`src/rtl/lock_pkg.sv`:
```
// Shared definitions for the lock keypad and its code sender:
// operation modes, sender state codes and the lock's display symbols.
package lock_pkg;

    typedef enum logic [1:0] {
        MODE_UNLOCK   = 2'b00,
        MODE_CHANGE   = 2'b01,
        MODE_BACKDOOR = 2'b10,
        MODE_RSVD     = 2'b11
    } mode_t;

    typedef enum logic [3:0] {
        S_IDLE  = 4'd0,
        S_CLR   = 4'd1,
        S_WAKE  = 4'd2,
        S_CHG   = 4'd3,
        S_SETUP = 4'd4,
        S_ENT   = 4'd5,
        S_GAP   = 4'd6,
        S_DONE  = 4'd7,
        S_ABORT = 4'd8
    } sender_state_t;

    // 5-bit symbols shown on the lock's display
    localparam logic [4:0] SYM_BLANK = 5'h1F;
    localparam logic [4:0] SYM_DASH  = 5'h10;
    localparam logic [4:0] SYM_L     = 5'h11;
    localparam logic [4:0] SYM_O     = 5'h12;
    localparam logic [4:0] SYM_P     = 5'h13;
    localparam logic [4:0] SYM_E     = 5'h14;
    localparam logic [4:0] SYM_BD    = 5'h15;

    // Digit i of a 4-digit code, digit 0 being the most significant nibble
    function automatic logic [3:0] code_nibble(input logic [15:0] c, input logic [2:0] i);
        logic [3:0] n;
        case (i[1:0])
            2'd0:    n = c[15:12];
            2'd1:    n = c[11:8];
            2'd2:    n = c[7:4];
            default: n = c[3:0];
        endcase
        return n;
    endfunction

endpackage

```
`src/rtl/lock_code_sender_if.sv`:
```
// Request and keypad-side signals between a controller and the code sender.
interface lock_code_sender_if;
    import lock_pkg::*;

    logic        start;
    logic [1:0]  mode;
    logic [15:0] code;
    logic        abort;
    logic [3:0]  sw_out;
    logic        ent_out;
    logic        clr_out;
    logic        change_out;
    logic        busy;
    logic        done;
    logic [2:0]  digit_idx;

    modport master (
        output start, mode, code, abort,
        input  sw_out, ent_out, clr_out, change_out, busy, done, digit_idx
    );

    modport slave (
        input  start, mode, code, abort,
        output sw_out, ent_out, clr_out, change_out, busy, done, digit_idx
    );
endinterface

```
`src/rtl/lock_code_sender.sv`:
```
// Plays a stored 16-bit code into the lock FSM one keypad field per tick,
// mimicking a user: clear, wake/change, then each digit set up and entered.
// The tick after a start is accepted is an arming tick: busy is up, strobes low.
module lock_code_sender
    import lock_pkg::*;
#(
    parameter int SETUP_TICKS = 1,
    parameter int GAP_TICKS   = 1,
    parameter int BD_PULSES   = 6
) (
    input  logic               divided_clk,
    input  logic               rst,
    lock_code_sender_if.slave  bus
);

    // Keep every pause below the lock's 15-tick auto-lock timeout
    if (SETUP_TICKS < 1 || SETUP_TICKS > 6) begin : g_bad_setup
        $error("SETUP_TICKS must be in 1..6");
    end
    if (GAP_TICKS < 1 || GAP_TICKS > 6) begin : g_bad_gap
        $error("GAP_TICKS must be in 1..6");
    end
    if (BD_PULSES < 1 || BD_PULSES > 7) begin : g_bad_bd
        $error("BD_PULSES must be in 1..7");
    end
    if (SETUP_TICKS + GAP_TICKS + 1 > 14) begin : g_bad_window
        $error("SETUP_TICKS+GAP_TICKS+1 must not exceed 14");
    end

    localparam logic [3:0] SETUP_LOAD   = 4'(SETUP_TICKS - 1);
    localparam logic [3:0] GAP_LOAD     = 4'(GAP_TICKS - 1);
    // The lock spends one extra tick passing through CHANGING
    localparam logic [3:0] CHG_GAP_LOAD = 4'(GAP_TICKS);
    localparam logic [2:0] BD_TOTAL     = 3'(BD_PULSES);

    sender_state_t state_reg, state_next;
    logic [3:0]    tick_reg, tick_next;
    logic [15:0]   code_reg;
    mode_t         mode_reg;
    logic [2:0]    field_reg;
    logic [2:0]    field_total;
    logic          accept;

    logic [3:0]    sw_reg;
    logic          ent_reg, clr_reg, change_reg, busy_reg, done_reg;
    logic [2:0]    idx_reg;

    assign bus.sw_out     = sw_reg;
    assign bus.ent_out    = ent_reg;
    assign bus.clr_out    = clr_reg;
    assign bus.change_out = change_reg;
    assign bus.busy       = busy_reg;
    assign bus.done       = done_reg;
    assign bus.digit_idx  = idx_reg;

    assign accept      = (state_reg == S_IDLE) && !busy_reg && bus.start
                         && (bus.mode != MODE_RSVD);
    assign field_total = (mode_reg == MODE_BACKDOOR) ? BD_TOTAL : 3'd4;

    // Next state and tick-counter reload; abort overrides any busy transition
    always_comb begin
        state_next = state_reg;
        tick_next  = (tick_reg == 4'd0) ? 4'd0 : tick_reg - 4'd1;
        case (state_reg)
            S_IDLE:  if (busy_reg)
                         state_next = (mode_reg == MODE_BACKDOOR) ? S_SETUP : S_CLR;
            S_CLR:   state_next = (mode_reg == MODE_CHANGE) ? S_CHG : S_WAKE;
            S_WAKE,
            S_CHG,
            S_ENT:   state_next = S_GAP;
            S_SETUP: if (tick_reg == 4'd0) state_next = S_ENT;
            S_GAP:   if (tick_reg == 4'd0)
                         state_next = (field_reg == field_total) ? S_DONE : S_SETUP;
            S_DONE,
            S_ABORT: state_next = S_IDLE;
            default: state_next = S_IDLE;
        endcase
        if (bus.abort && busy_reg && state_reg != S_ABORT) begin
            state_next = S_ABORT;
        end
        if (state_next != state_reg) begin
            case (state_next)
                S_SETUP: tick_next = SETUP_LOAD;
                S_GAP:   tick_next = (state_reg == S_CHG) ? CHG_GAP_LOAD : GAP_LOAD;
                default: tick_next = 4'd0;
            endcase
        end
    end

    // Sender FSM; every output is registered from the state being entered
    always_ff @(posedge divided_clk or posedge rst) begin
        if (rst) begin
            state_reg  <= S_IDLE;
            tick_reg   <= 4'd0;
            code_reg   <= 16'd0;
            mode_reg   <= MODE_UNLOCK;
            field_reg  <= 3'd0;
            sw_reg     <= 4'd0;
            ent_reg    <= 1'b0;
            clr_reg    <= 1'b0;
            change_reg <= 1'b0;
            busy_reg   <= 1'b0;
            done_reg   <= 1'b0;
            idx_reg    <= 3'd0;
        end else begin
            state_reg <= state_next;
            tick_reg  <= tick_next;
            if (accept) begin
                code_reg <= bus.code;
                mode_reg <= mode_t'(bus.mode);
            end
            // Field counter advances as each digit/backdoor pulse is entered
            if (state_reg == S_IDLE) begin
                field_reg <= 3'd0;
            end else if (state_reg == S_ENT) begin
                field_reg <= field_reg + 3'd1;
            end

            ent_reg    <= (state_next == S_ENT) || (state_next == S_WAKE);
            // An abort right after the clear tick skips a second back-to-back clr
            clr_reg    <= (state_next == S_CLR) || (state_next == S_ABORT && !clr_reg);
            change_reg <= (state_next == S_CHG);
            done_reg   <= (state_next == S_DONE);
            busy_reg   <= (state_next == S_IDLE) ? accept : (state_next != S_DONE);
            idx_reg    <= (state_next == S_IDLE) ? 3'd0 : idx_reg + {2'b00, ent_reg};

            // The nibble is held through the enter pulse and the following gap
            case (state_next)
                S_SETUP: sw_reg <= (mode_reg == MODE_BACKDOOR) ? 4'hF
                                   : code_nibble(code_reg, field_reg);
                S_ENT,
                S_GAP:   sw_reg <= sw_reg;
                S_IDLE:  sw_reg <= (accept && bus.mode == MODE_BACKDOOR) ? 4'hF : 4'h0;
                default: sw_reg <= 4'h0;
            endcase
        end
    end

endmodule

```
`src/flat_wrapper.sv`:
```
// flat-port wrapper written by rule: the top's interface ports become plain ports
module lock_code_sender_flat import lock_pkg::*;
#(
    parameter int SETUP_TICKS = 1,
    parameter int GAP_TICKS   = 1,
    parameter int BD_PULSES   = 6
)
  (divided_clk, rst, bus_start, bus_mode, bus_code, bus_abort, bus_sw_out, bus_ent_out, bus_clr_out, bus_change_out, bus_busy, bus_done, bus_digit_idx);
  lock_code_sender_if bus_i ();
  input  logic divided_clk;
  input  logic rst;
  input wire logic [$bits(bus_i.start)-1:0] bus_start;
  input wire logic [$bits(bus_i.mode)-1:0] bus_mode;
  input wire logic [$bits(bus_i.code)-1:0] bus_code;
  input wire logic [$bits(bus_i.abort)-1:0] bus_abort;
  output wire logic [$bits(bus_i.sw_out)-1:0] bus_sw_out;
  output wire logic [$bits(bus_i.ent_out)-1:0] bus_ent_out;
  output wire logic [$bits(bus_i.clr_out)-1:0] bus_clr_out;
  output wire logic [$bits(bus_i.change_out)-1:0] bus_change_out;
  output wire logic [$bits(bus_i.busy)-1:0] bus_busy;
  output wire logic [$bits(bus_i.done)-1:0] bus_done;
  output wire logic [$bits(bus_i.digit_idx)-1:0] bus_digit_idx;
  assign bus_i.start = bus_start;
  assign bus_i.mode = bus_mode;
  assign bus_i.code = bus_code;
  assign bus_i.abort = bus_abort;
  assign bus_sw_out = bus_i.sw_out;
  assign bus_ent_out = bus_i.ent_out;
  assign bus_clr_out = bus_i.clr_out;
  assign bus_change_out = bus_i.change_out;
  assign bus_busy = bus_i.busy;
  assign bus_done = bus_i.done;
  assign bus_digit_idx = bus_i.digit_idx;
  lock_code_sender #(.SETUP_TICKS(SETUP_TICKS), .GAP_TICKS(GAP_TICKS), .BD_PULSES(BD_PULSES)) u_core (.divided_clk(divided_clk), .rst(rst), .bus(bus_i));
endmodule
```
`config.mk`:
```
export PLATFORM = sky130hd
export DESIGN_NAME = lock_code_sender_flat
export DESIGN_NICKNAME = d
export VERILOG_FILES = /design/src/rtl/lock_pkg.sv /design/src/rtl/lock_code_sender_if.sv /design/src/rtl/lock_code_sender.sv /design/src/flat_wrapper.sv
export SDC_FILE = /design/constraint.sdc
export NUM_CORES = 1
export LEC_CHECK = 0
export ABC_AREA = 1
export CAP_MARGIN = 20
export CELL_PAD_IN_SITES_DETAIL_PLACEMENT = 2
export CELL_PAD_IN_SITES_GLOBAL_PLACEMENT = 2
export CORE_ASPECT_RATIO = 2
export CORE_MARGIN = 1.5
export CORE_UTILIZATION = 33
export CTS_CLUSTER_SIZE = 8
export DETAILED_ROUTE_END_ITERATION = 8
export PLACE_DENSITY = 0.84
export SYNTH_ARGS = -nofsm -noshare
export SYNTH_HDL_FRONTEND = slang
export SYNTH_SLANG_ARGS = --single-unit
```
`constraint.sdc`:
```
create_clock -name divided_clk -period 4.38 [get_ports divided_clk]
set_input_delay 0.876 -clock divided_clk [delete_from_list [all_inputs] [get_ports divided_clk]]
set_output_delay 0.876 -clock divided_clk [all_outputs]
set_load 0.01 [all_outputs]
```
==> metrics.txt, run 1 <==
status=completed; hold-fix buffers at CTS=0; HPWL after DPL=a little under 5000 um; Int Pwr=998 uW; Worst EP arrival=2.94 ns; number of post-CTS setup repair buffers=0; top-area cell type share of the netlist area=between 40% and 50%; Hold Vio Cnt, Final=0; Layout Utilization=a little over two fifths; CORE AREA=around 6300 um2; Worst-Skew Late Latency=0.29 ns; Worst Hold Class=flop to flop; maximum fanout along the worst path=21; Clock power frac=24.3%; Post-Syn Nets=304; CTS tree=yes; Final Setup Violations=0; syn avg cell area=7.81 um2; CTS Buf Count=5; most used cell, CP=nand2_1; Max VDD drop=0.000311 V; Clk Tree Root Cell=clkbuf_16; Final Max Slew Viols=0; ratio of final minimum period to clock period=about 62%; Via density=4.81; Final Critical Period=around 2.7 ns; most common cell after layout, fill and taps aside=nand2_1; CP Cell Sequence=clkdlybuf4s50_1, nand2_1, nand4_2, inv_1, nand2_1, inv_1, nor2_1, nand2_1; num ports=34; clk buf depth=2; Lkg Pwr=approximately 1.4 nW; Diodes inserted=0; Ys Warns=0; Worst slew margin=around 36%; # resized after CTS=0; type of the worst setup path=input pin to flop; max reg flops=16; Switch Pwr=approximately 700 uW; initial antenna violation count=0; grt total ovfl=0; Post-Synthesis Cell Area=about 2100 um2; PwrDens=around 620 nW/um2; Setup Total Neg Slack=0 ns; Site Rows=41; share of layout cells above drive strength 1=around an eighth; largest cells by area after synthesis=dfrtp_1 48%, nand2_1 19%, nand3_1 4.4%; Slowest cell on crit path=inv_1; Critical Path RT=4.60 ns; first-pass GRT wire length=10500 um; DR iter-0 viols=45; nets@finish=around 340; CTS H-tree depth=2; Avg WL per Cell=15.7 um; most frequent cells in the layout=109 x nand2_1, 41 x dfrtp_1, 33 x clkdlybuf4s50_1; CP startpoint kind=input pin; Max Fclk=~370 MHz; worst-margin pin slew=0.958 ns; CTS clk-pin slew, worst paths=~0.060 ns; Max Cap Viol=0; height of the die=between 100 and 150 um; Reg power frac=between 30% and 40%; vias in the first global route=2198; Reg2Reg Setup Slack=roughly 1.9 ns; skew final=approximately 0.0076 ns; DR vias=~1900; die area=between 7000 and 8000 um2; DR DRC count=0; Area Growth Syn to Fin=27.5%; RSZ-0062 raised after global routing=no; RePlAce Congestion=0.887; CTS sink cnt=between 40 and 50; largest net degree at the start of global routing=25; Mapped Cells=275; Seq cells post-synth=41; sequential fraction of the synthesis area=a little under half; Largest stage delay, worst path=a little over 0.6 ns; DRT Pass-1 Iters=3; Yosys cell types=25; cell taking the most area after synthesis=dfrtp_1; final WL=6250 um; Worst Setup End Kind=flop; IO Port Bufs=33; ANT nets after route=0; starting density of the core=about a third; combinational share of power=about two fifths; Sw Share=approximately two fifths; die width=between 60 and 70 um; Total Routing Usage GR=20.6%
cell type report:
class | instances | area [um2]
clock buffers | 5 | 125
multi-input cells | 200 | 992
clock inverters | 2 | 35.0
well taps | 86 | 108
fillers | 746 | 3570
flip-flops and latches | 41 | 1030
inverters | 31 | 116
repair buffers | 34 | 338
Yosys cell counts (all sizes together):
| cell | n |
|---|---|
| nand3 | 24 |
| nor3 | 1 |
| inv | 31 |
| buf | 2 |
| nand4 | 2 |
| nor3b | 1 |
| ha | 7 |
| a31oi | 2 |
| or2 | 2 |
| o21ai | 7 |
| clkbuf | 1 |
| nor2 | 29 |
| xor2 | 2 |
| a21oi | 7 |
| dfrtp | 41 |
| nand2 | 116 |
metal layers:
metal / up-vias / GRT usage, % / wire length (um)
met5: - / 0 / 0
met4: 0 / 10.2 / 248
met3: 15 / 3.63 / 134
met2: 30 / 41.4 / 3940
met1: 950 / 18.1 / 1930
li1: 923 / - / -
per-stage QoR:
step | setup slack, ns | hold WS (ns) | instances | power, mW | area, um2
2_1_floorplan | 2.56 | 0.423 | 275 | 1.04 | 2150
3_3_place_gp | 1.36 | 0.442 | 392 | 1.27 | 2580
3_5_place_dp | 1.28 | 0.449 | 392 | 1.30 | 2580
4_1_cts | 1.58 | 0.458 | 399 | 1.74 | 2740
5_1_grt | 1.44 | 0.501 | 399 | 1.84 | 2740
6_report | 1.67 | 0.453 | 399 | 1.70 | 2740
kinds of logic (layout without fill, tap and decap cells):
logic type / count (synthesis) / after routing / synth area share [%]
AOI/OAI and AO/OA: 16 / 16 / 4.13
xor gates and xnor gates: 2 / 2 / 0.816
adders and majority gates: 7 / 7 / 4.08
buffers and inverters: 34 / 72 / 6.06
DFF: 41 / 41 / 47.8
and+or+nand+nor: 175 / 175 / 37.2
worst max-delay path, delay by kind of cell:
family | cells | cell delay [ns]
buf+inv | 3 | 1.23
simple gates | 5 | 0.82
worst paths after layout:
path,start,to,depth (start not counted)
setup / recovery,bus_mode[1],u_core.bus.sw_out[0],8
hold / removal,u_core.field_reg[2],u_core.field_reg[2],1
setup reg to reg,u_core.state_reg[0],u_core.bus.sw_out[0],9
hold reg to reg,u_core.field_reg[2],u_core.field_reg[2],1
max in group asynchronous,rst,u_core.tick_reg[3],3
min in group asynchronous,rst,u_core.bus.digit_idx[2],2
power by group through the flow:
| stage | Clock [mW] | Combinational [mW] | Sequential (mW) |
|---|---|---|---|
| 2_1_floorplan | 0 | 0.462 | 0.577 |
| 3_3_place_gp | 0 | 0.677 | 0.590 |
| 4_1_cts | 0.423 | 0.721 | 0.591 |
| 6_report | 0.413 | 0.695 | 0.590 |
| 5_1_grt | 0.438 | 0.799 | 0.602 |
| 3_5_place_dp | 0 | 0.706 | 0.597 |
(Power assumes the default switching activity.)
==> inputs of run 2 (changes only) <==
--- a/config.mk
+++ b/config.mk
@@ -11,10 +11,10 @@
 export CELL_PAD_IN_SITES_GLOBAL_PLACEMENT = 2
 export CORE_ASPECT_RATIO = 2
 export CORE_MARGIN = 1.5
-export CORE_UTILIZATION = 33
+export CORE_UTILIZATION = 28
 export CTS_CLUSTER_SIZE = 8
 export DETAILED_ROUTE_END_ITERATION = 8
-export PLACE_DENSITY = 0.84
+export PLACE_DENSITY = 0.76
 export SYNTH_ARGS = -nofsm -noshare
 export SYNTH_HDL_FRONTEND = slang
 export SYNTH_SLANG_ARGS = --single-unit
==> constraint.sdc (replaced) <==
create_clock -name divided_clk -period 2.2 [get_ports divided_clk]
set_input_delay 0.44 -clock divided_clk [delete_from_list [all_inputs] [get_ports divided_clk]]
set_output_delay 0.44 -clock divided_clk [all_outputs]
set_load 0.01 [all_outputs]
==> metrics.txt, run 2 (synthesized netlist as in run 1, its figures left out) <==
vias in the first global route=2205 (+0.32%); CTS tree=yes; CORE AREA=7490 um2 (+19%); hold-fix buffers at CTS=0 (unchanged); Final Max Slew Viols=0 (unchanged); Total Routing Usage GR=16.5% (-4.1 points); Post-Place Cell Area=2610 um2 (+1.3%); first-pass GRT wire length=10400 um (-1.1%); IO Port Bufs=33 (unchanged); Max Cap Viol=0 (unchanged); die width=64.9 um (+8.1%); Avg WL per Cell=14.7 um (-6.3%); ANT nets after route=0 (unchanged); CP startpoint kind=flop; nets@finish=345 (+0.88%); Final Setup Violations=0 (unchanged); share of layout cells above drive strength 1=12.9% (+0.79 points); Worst Setup End Kind=flop; CTS Buf Count=5 (unchanged); hold path start=u_core.bus.clr_out; status=completed; Worst slew margin=64.6% (+29 points); Max VDD drop=0.000579 V (+86%); most common cell after layout, fill and taps aside=nand2_1; Clk Tree Root Cell=clkbuf_16; skew final=0.00817 ns (+0.000584 ns); Worst Hold Class=flop to flop; initial antenna violation count=0 (unchanged); Fillers=886 (+19%); height of the die=127 um (+8.3%); DR DRC count=0 (unchanged); num ports=34 (unchanged); Hold Vio Cnt, Final=0 (unchanged); RePlAce Congestion=0.760 (-14%); worst r2r src=u_core.tick_reg[0]; Final Critical Period=about 1.9 ns; Slowest cell on crit path=dfrtp_1; most used cell, CP=nor2_1; CTS sink cnt=41 (unchanged); Design Power=3.24 mW (+91%); max reg flops=16 (unchanged); CP Cell Sequence=inv_1, ha_1, nand2_1, nor2_1, inv_1, nor2_1, nand2_1, nand2_2, nand2_4, nor3_1, nor2_1; Lkg Pwr=1.45 nW (+0.41%); number of post-CTS setup repair buffers=0 (unchanged); clk buf depth=2 (unchanged); final WL=6040 um (-3.5%); Final Instance Area=2750 um2 (+0.41%); Setup Total Neg Slack=0 ns (unchanged); maximum fanout along the worst path=7 (-67%); Post-Place Setup Slack=0.204 ns (-1.08 ns); Final Worst Setup Slack=0.305 ns (-1.36 ns); Max Fclk=between 500 and 600 MHz; Buf/Inv on CP=2 (-1); Diodes inserted=0 (unchanged); DR iter-0 viols=63 (+40%); HPWL after DPL=4610 um (-7.3%); Critical Path RT=2.36 ns (-2.24 ns); Critical Path Start=u_core.tick_reg[0]; Worst EP arrival=2.06 ns (-0.88 ns); Layout Utilization=36.7% (-6.7 points); largest net degree at the start of global routing=42 (+68%); DRT Pass-1 Iters=4 (+1); Via density=4.63 (-3.7%); RSZ-0062 raised after global routing=no; CTS H-tree depth=2 (unchanged); # resized after CTS=0 (unchanged); PwrDens=1180 nW/um2 (+90%); starting density of the core=28.7% (-5.4 points); type of the worst setup path=flop to flop; die area=8240 um2 (+17%); Crit path max-delay family=simple AND/OR/NAND/NOR gates; CTS clk-pin slew, worst paths=0.06 ns (about the same); Largest stage delay, worst path=0.38 ns (-0.24 ns); worst-margin pin slew=0.531 ns (-0.427 ns); grt total ovfl=0 (unchanged); Site Rows=45 (+9.8%); Worst-Skew Late Latency=0.29 ns (about the same); Area Growth Syn to Fin=28.1%; most frequent cells in the layout=109 x nand2_1, 41 x dfrtp_1, 33 x clkdlybuf4s50_1; DR vias=1903 (-0.78%); ratio of final minimum period to clock period=a little under nine tenths
[run 2: routing by layer]
metal / vias to the layer above / routed length [um] / share of wire (%) / track usage, %
met5: - / 0 / 0 / 0
met4: 0 / 114 / 1.9 / 6.38
met3: 8 / 157 / 2.6 / 2.93
met2: 30 / 3320 / 55 / 29.3
met1: 936 / 2440 / 40 / 19.1
li1: 929 / - / - / -
[run 2: final cells by class]
| cell class | instances | area (um2) | share of cell area (%) |
|---|---|---|---|
| flip-flops and latches | 41 | 1030 | 37.3 |
| well taps | 94 | 118 | 4.27 |
| clock buffers | 6 | 129 | 4.68 |
| inverters | 31 | 116 | 4.23 |
| multi-input cells | 200 | 992 | 36.1 |
| clock inverters | 2 | 10.0 | 0.364 |
| repair buffers | 37 | 360 | 13.1 |
[run 2: power by group]
| part | internal, mW | switching, mW | leakage [nW] | total, mW |
|---|---|---|---|---|
| logic | 0.483 | 0.870 | 0.842 | 1.35 |
| registers | 0.988 | 0.183 | 0.537 | 1.17 |
| clock network | 0.417 | 0.300 | 0.0706 | 0.717 |
| total | 1.89 | 1.35 | 1.45 | 3.24 |
[run 2: stage by stage]
stage | hold slack [ns] | instances
after floorplan | 0.423 | 275
after global placement | 0.446 | 403
after detailed placement | 0.463 | 403
after CTS | 0.475 | 411
after global routing | 0.482 | 411
final | 0.465 | 411
[run 2: final timing paths]
check                                      end  slack [ns]  cells after the start
max                            u_core.bus.busy        0.30                     11
min                         u_core.bus.clr_out        0.47                      1
max reg2reg                    u_core.bus.busy        0.30                     11
min reg2reg                 u_core.bus.clr_out        0.47                      1
max in group asynchronous  u_core.state_reg[1]        1.21                      3
min in group asynchronous  u_core.field_reg[2]        0.62                      3
==> inputs of run 3 (changes only) <==
--- a/config.mk
+++ b/config.mk
@@ -5,16 +5,15 @@
 export SDC_FILE = /design/constraint.sdc
 export NUM_CORES = 1
 export LEC_CHECK = 0
-export ABC_AREA = 1
 export CAP_MARGIN = 20
 export CELL_PAD_IN_SITES_DETAIL_PLACEMENT = 2
 export CELL_PAD_IN_SITES_GLOBAL_PLACEMENT = 2
 export CORE_ASPECT_RATIO = 2
 export CORE_MARGIN = 1.5
-export CORE_UTILIZATION = 28
+export CORE_UTILIZATION = 31
 export CTS_CLUSTER_SIZE = 8
 export DETAILED_ROUTE_END_ITERATION = 8
-export PLACE_DENSITY = 0.76
+export PLACE_DENSITY = 0.74
 export SYNTH_ARGS = -nofsm -noshare
 export SYNTH_HDL_FRONTEND = slang
 export SYNTH_SLANG_ARGS = --single-unit
==> metrics.txt, run 3 <==
Int Pwr=2.27 mW (+20%); Ys Warns=0 (unchanged); starting density of the core=32.3% (+3.6 points); Clock power frac=19.1% (-3.0 points); DR vias=1630 (-14%); syn avg cell area=11.5 um2 (+47%); Fillers=726 (-18%); clk buf depth=2 (unchanged); Worst-Skew Late Latency=0.29 ns (about the same); Multi-input gate area=1020 um2 (+2.6%); HPWL after DPL=4150 um (-9.8%); CP startpoint kind=flop; ANT nets after route=0 (unchanged); most instantiated cells after synthesis=41 x dfrtp_1, 14 x nor2_1, 12 x inv_1; Mapped Cells=188 (-32%); Final Critical Period=2.07 ns (+0.177 ns); hold-fix buffers at CTS=0 (unchanged); DRT Pass-1 Iters=4 (unchanged); Yosys cell types=51 (+100%); die width=61.9 um (-4.6%); Worst Setup End Kind=flop; CTS tree=yes; final WL=5390 um (-11%); largest net degree at the start of global routing=42 (unchanged); RePlAce Congestion=0.705 (-7.2%); Critical Path RT=2.36 ns (about the same); num ports=34 (unchanged); Sw Share=39.4% (-2.4 points); DR DRC count=0 (unchanged); Final Instance Area=2750 um2 (about the same); Diodes inserted=0 (unchanged); Reg power frac=33.7% (-2.4 points); sequential fraction of the synthesis area=47.6% (-0.11 points); ratio of final minimum period to clock period=94.2% (+8.0 points); Site Rows=42 (-6.7%); # resized after CTS=0 (unchanged); Hold Vio Cnt, Final=0 (unchanged); largest cells by area after synthesis=dfrtp_1 48%, mux2_1 4.7%, mux2_2 4.7%; Switch Pwr=1.47 mW (+8.9%); FF/Latch Area=1030 um2 (unchanged); Post-synth EDFFs=0 (unchanged); RSZ-0062 raised after global routing=yes; Total Routing Usage GR=16.9% (+0.42 points); cell taking the most area after synthesis=dfrtp_1; Max VDD drop=0.000628 V (+8.4%); Lkg Pwr=1.18 nW (-19%); Worst EP arrival=2.24 ns (+0.18 ns); grt total ovfl=0 (unchanged); die area=7490 um2 (-9.1%); CORE AREA=6670 um2 (-11%); Worst slew margin=62.9% (-1.7 points); status=completed; Final Max Slew Viols=0 (unchanged); first-pass GRT wire length=9180 um (-12%); nets@finish=257 (-26%); worst-margin pin slew=0.557 ns (+0.0259 ns); most frequent cells in the layout=41 x dfrtp_1, 33 x clkdlybuf4s50_1, 14 x nor2_1; initial antenna violation count=0 (unchanged); combinational share of power=47.1% (+5.3 points); Worst Hold Class=flop to flop; top-area cell type share of the netlist area=47.6% (-0.11 points); asr flop ratio synth=100% (unchanged); count leader, synth=dfrtp_1; Final Setup Violations=0 (unchanged); Setup Total Neg Slack=0 ns (unchanged); Via density=5.14 (+11%); Max Cap Viol=0 (unchanged); IO Port Bufs=33 (unchanged); PwrDens=1360 nW/um2 (+16%); vias in the first global route=1870 (-15%); Post-Place Cell Area=2600 um2 (-0.53%); height of the die=121 um (-4.7%); Post-synth top flop=dfrtp_1; Area Growth Syn to Fin=27.7%; CTS H-tree depth=2 (unchanged); CTS sink cnt=41 (unchanged); maximum fanout along the worst path=7 (unchanged); type of the worst setup path=flop to flop; Post-Syn Nets=217 (-29%); DR iter-0 viols=47 (-25%); most common cell after layout, fill and taps aside=dfrtp_1; Avg WL per Cell=17.0 um (+16%); CTS Buf Count=5 (unchanged); share of layout cells above drive strength 1=19.2% (+6.3 points); Max Fclk=483 MHz (-8.5%); number of post-CTS setup repair buffers=0 (unchanged); Reg2Reg Setup Slack=0.13 ns (-0.18 ns); CTS clk-pin slew, worst paths=0.06 ns (about the same); Post-Synthesis Cell Area=2150 um2 (+0.23%); Seq cells post-synth=41 (unchanged); Clk Tree Root Cell=clkbuf_16; max reg flops=16 (unchanged); skew final=0.00184 ns (-0.00632 ns)
==> run 3: cell types whose count changed in the layout (fill, tap and decap cells not counted), sizes merged, moves of 5 or more <==
cell	before	now
nand2	116	12
inv	31	13
mux2	0	18
nand3	24	10
nor2	29	17
nor3	1	6
==> run 3: path summary, 6_finish.rpt <==
path | startpoint | endpoint | cells after the start
max in group asynchronous | rst | u_core.code_reg[10] | 3
setup / recovery | u_core.tick_reg[0] | u_core.bus.busy | 10
setup reg to reg | u_core.tick_reg[0] | u_core.bus.busy | 10
hold / removal | u_core.bus.clr_out | u_core.bus.clr_out | 1
hold reg to reg | u_core.bus.clr_out | u_core.bus.clr_out | 1
min in group asynchronous | rst | u_core.bus.sw_out[3] | 3
==> run 3: cells by family after synthesis <==
group | Yosys count | share of synthesized area (%)
muxes | 22 | 11.3
xor gates and xnor gates | 4 | 2.85
buffers and inverters | 21 | 5.05
AOI/OAI and AO/OA | 33 | 12.7
and+or+nand+nor | 60 | 16.4
DFF | 41 | 47.6
adders and majority gates | 7 | 4.07
==> run 3: worst max-delay path, stage by stage, from the launching register on <==
cell and delay (ns):
dfrtp_1 0.40, inv_1 0.07, ha_1 0.18, nor3b_4 0.21, buf_4 0.17, nand3_2 0.09
o21ai_4 0.28, a21oi_1 0.14, nor3_2 0.19, buf_4 0.15, a21oi_1 0.06
==> run 3: final cells by class <==
cell class | instances | share of cell area [%]
Clock buffer | 5 | 4.55
Clock inverter | 3 | 0.637
Inverter | 13 | 1.78
Multi-Input combinational cell | 126 | 37.1
Sequential cell | 41 | 37.3
Tap cell | 88 | 4.01
Timing Repair Buffer | 41 | 14.7
==> run 3: power by group through the flow <==
stage               clock network, mW  registers, mW  logic, mW
floorplan                           0           1.21       1.27
global placement                    0           1.27       1.70
detailed placement                  0           1.28       1.76
CTS                             0.740           1.27       1.77
global route                    0.758           1.31       1.98
finish                          0.717           1.26       1.76
==> run 3: layer usage <==
metal / up-vias / GRT usage, % / part of all wire [%]
li1: 749 / - / -
met1: 839 / 17.5 / 34
met2: 31 / 30.9 / 61
met3: 11 / 2.99 / 2.2
met4: 0 / 7.45 / 3.0
met5: - / 0 / 0
==> run 3: per-stage QoR <==
stage / worst slack [ns] / utilization [%] / instances / total power, mW / hold slack [ns]
6_report: 0.128 / 41.2 / 317 / 3.74 / 0.476
3_3_place_gp: 0.148 / 38.9 / 308 / 2.97 / 0.463
5_1_grt: -0.0496 / 41.2 / 317 / 4.05 / 0.513
2_1_floorplan: 0.325 / - / 188 / 2.48 / 0.455
4_1_cts: 0.107 / 41.1 / 316 / 3.79 / 0.495
3_5_place_dp: 0.0937 / 38.9 / 308 / 3.05 / 0.480
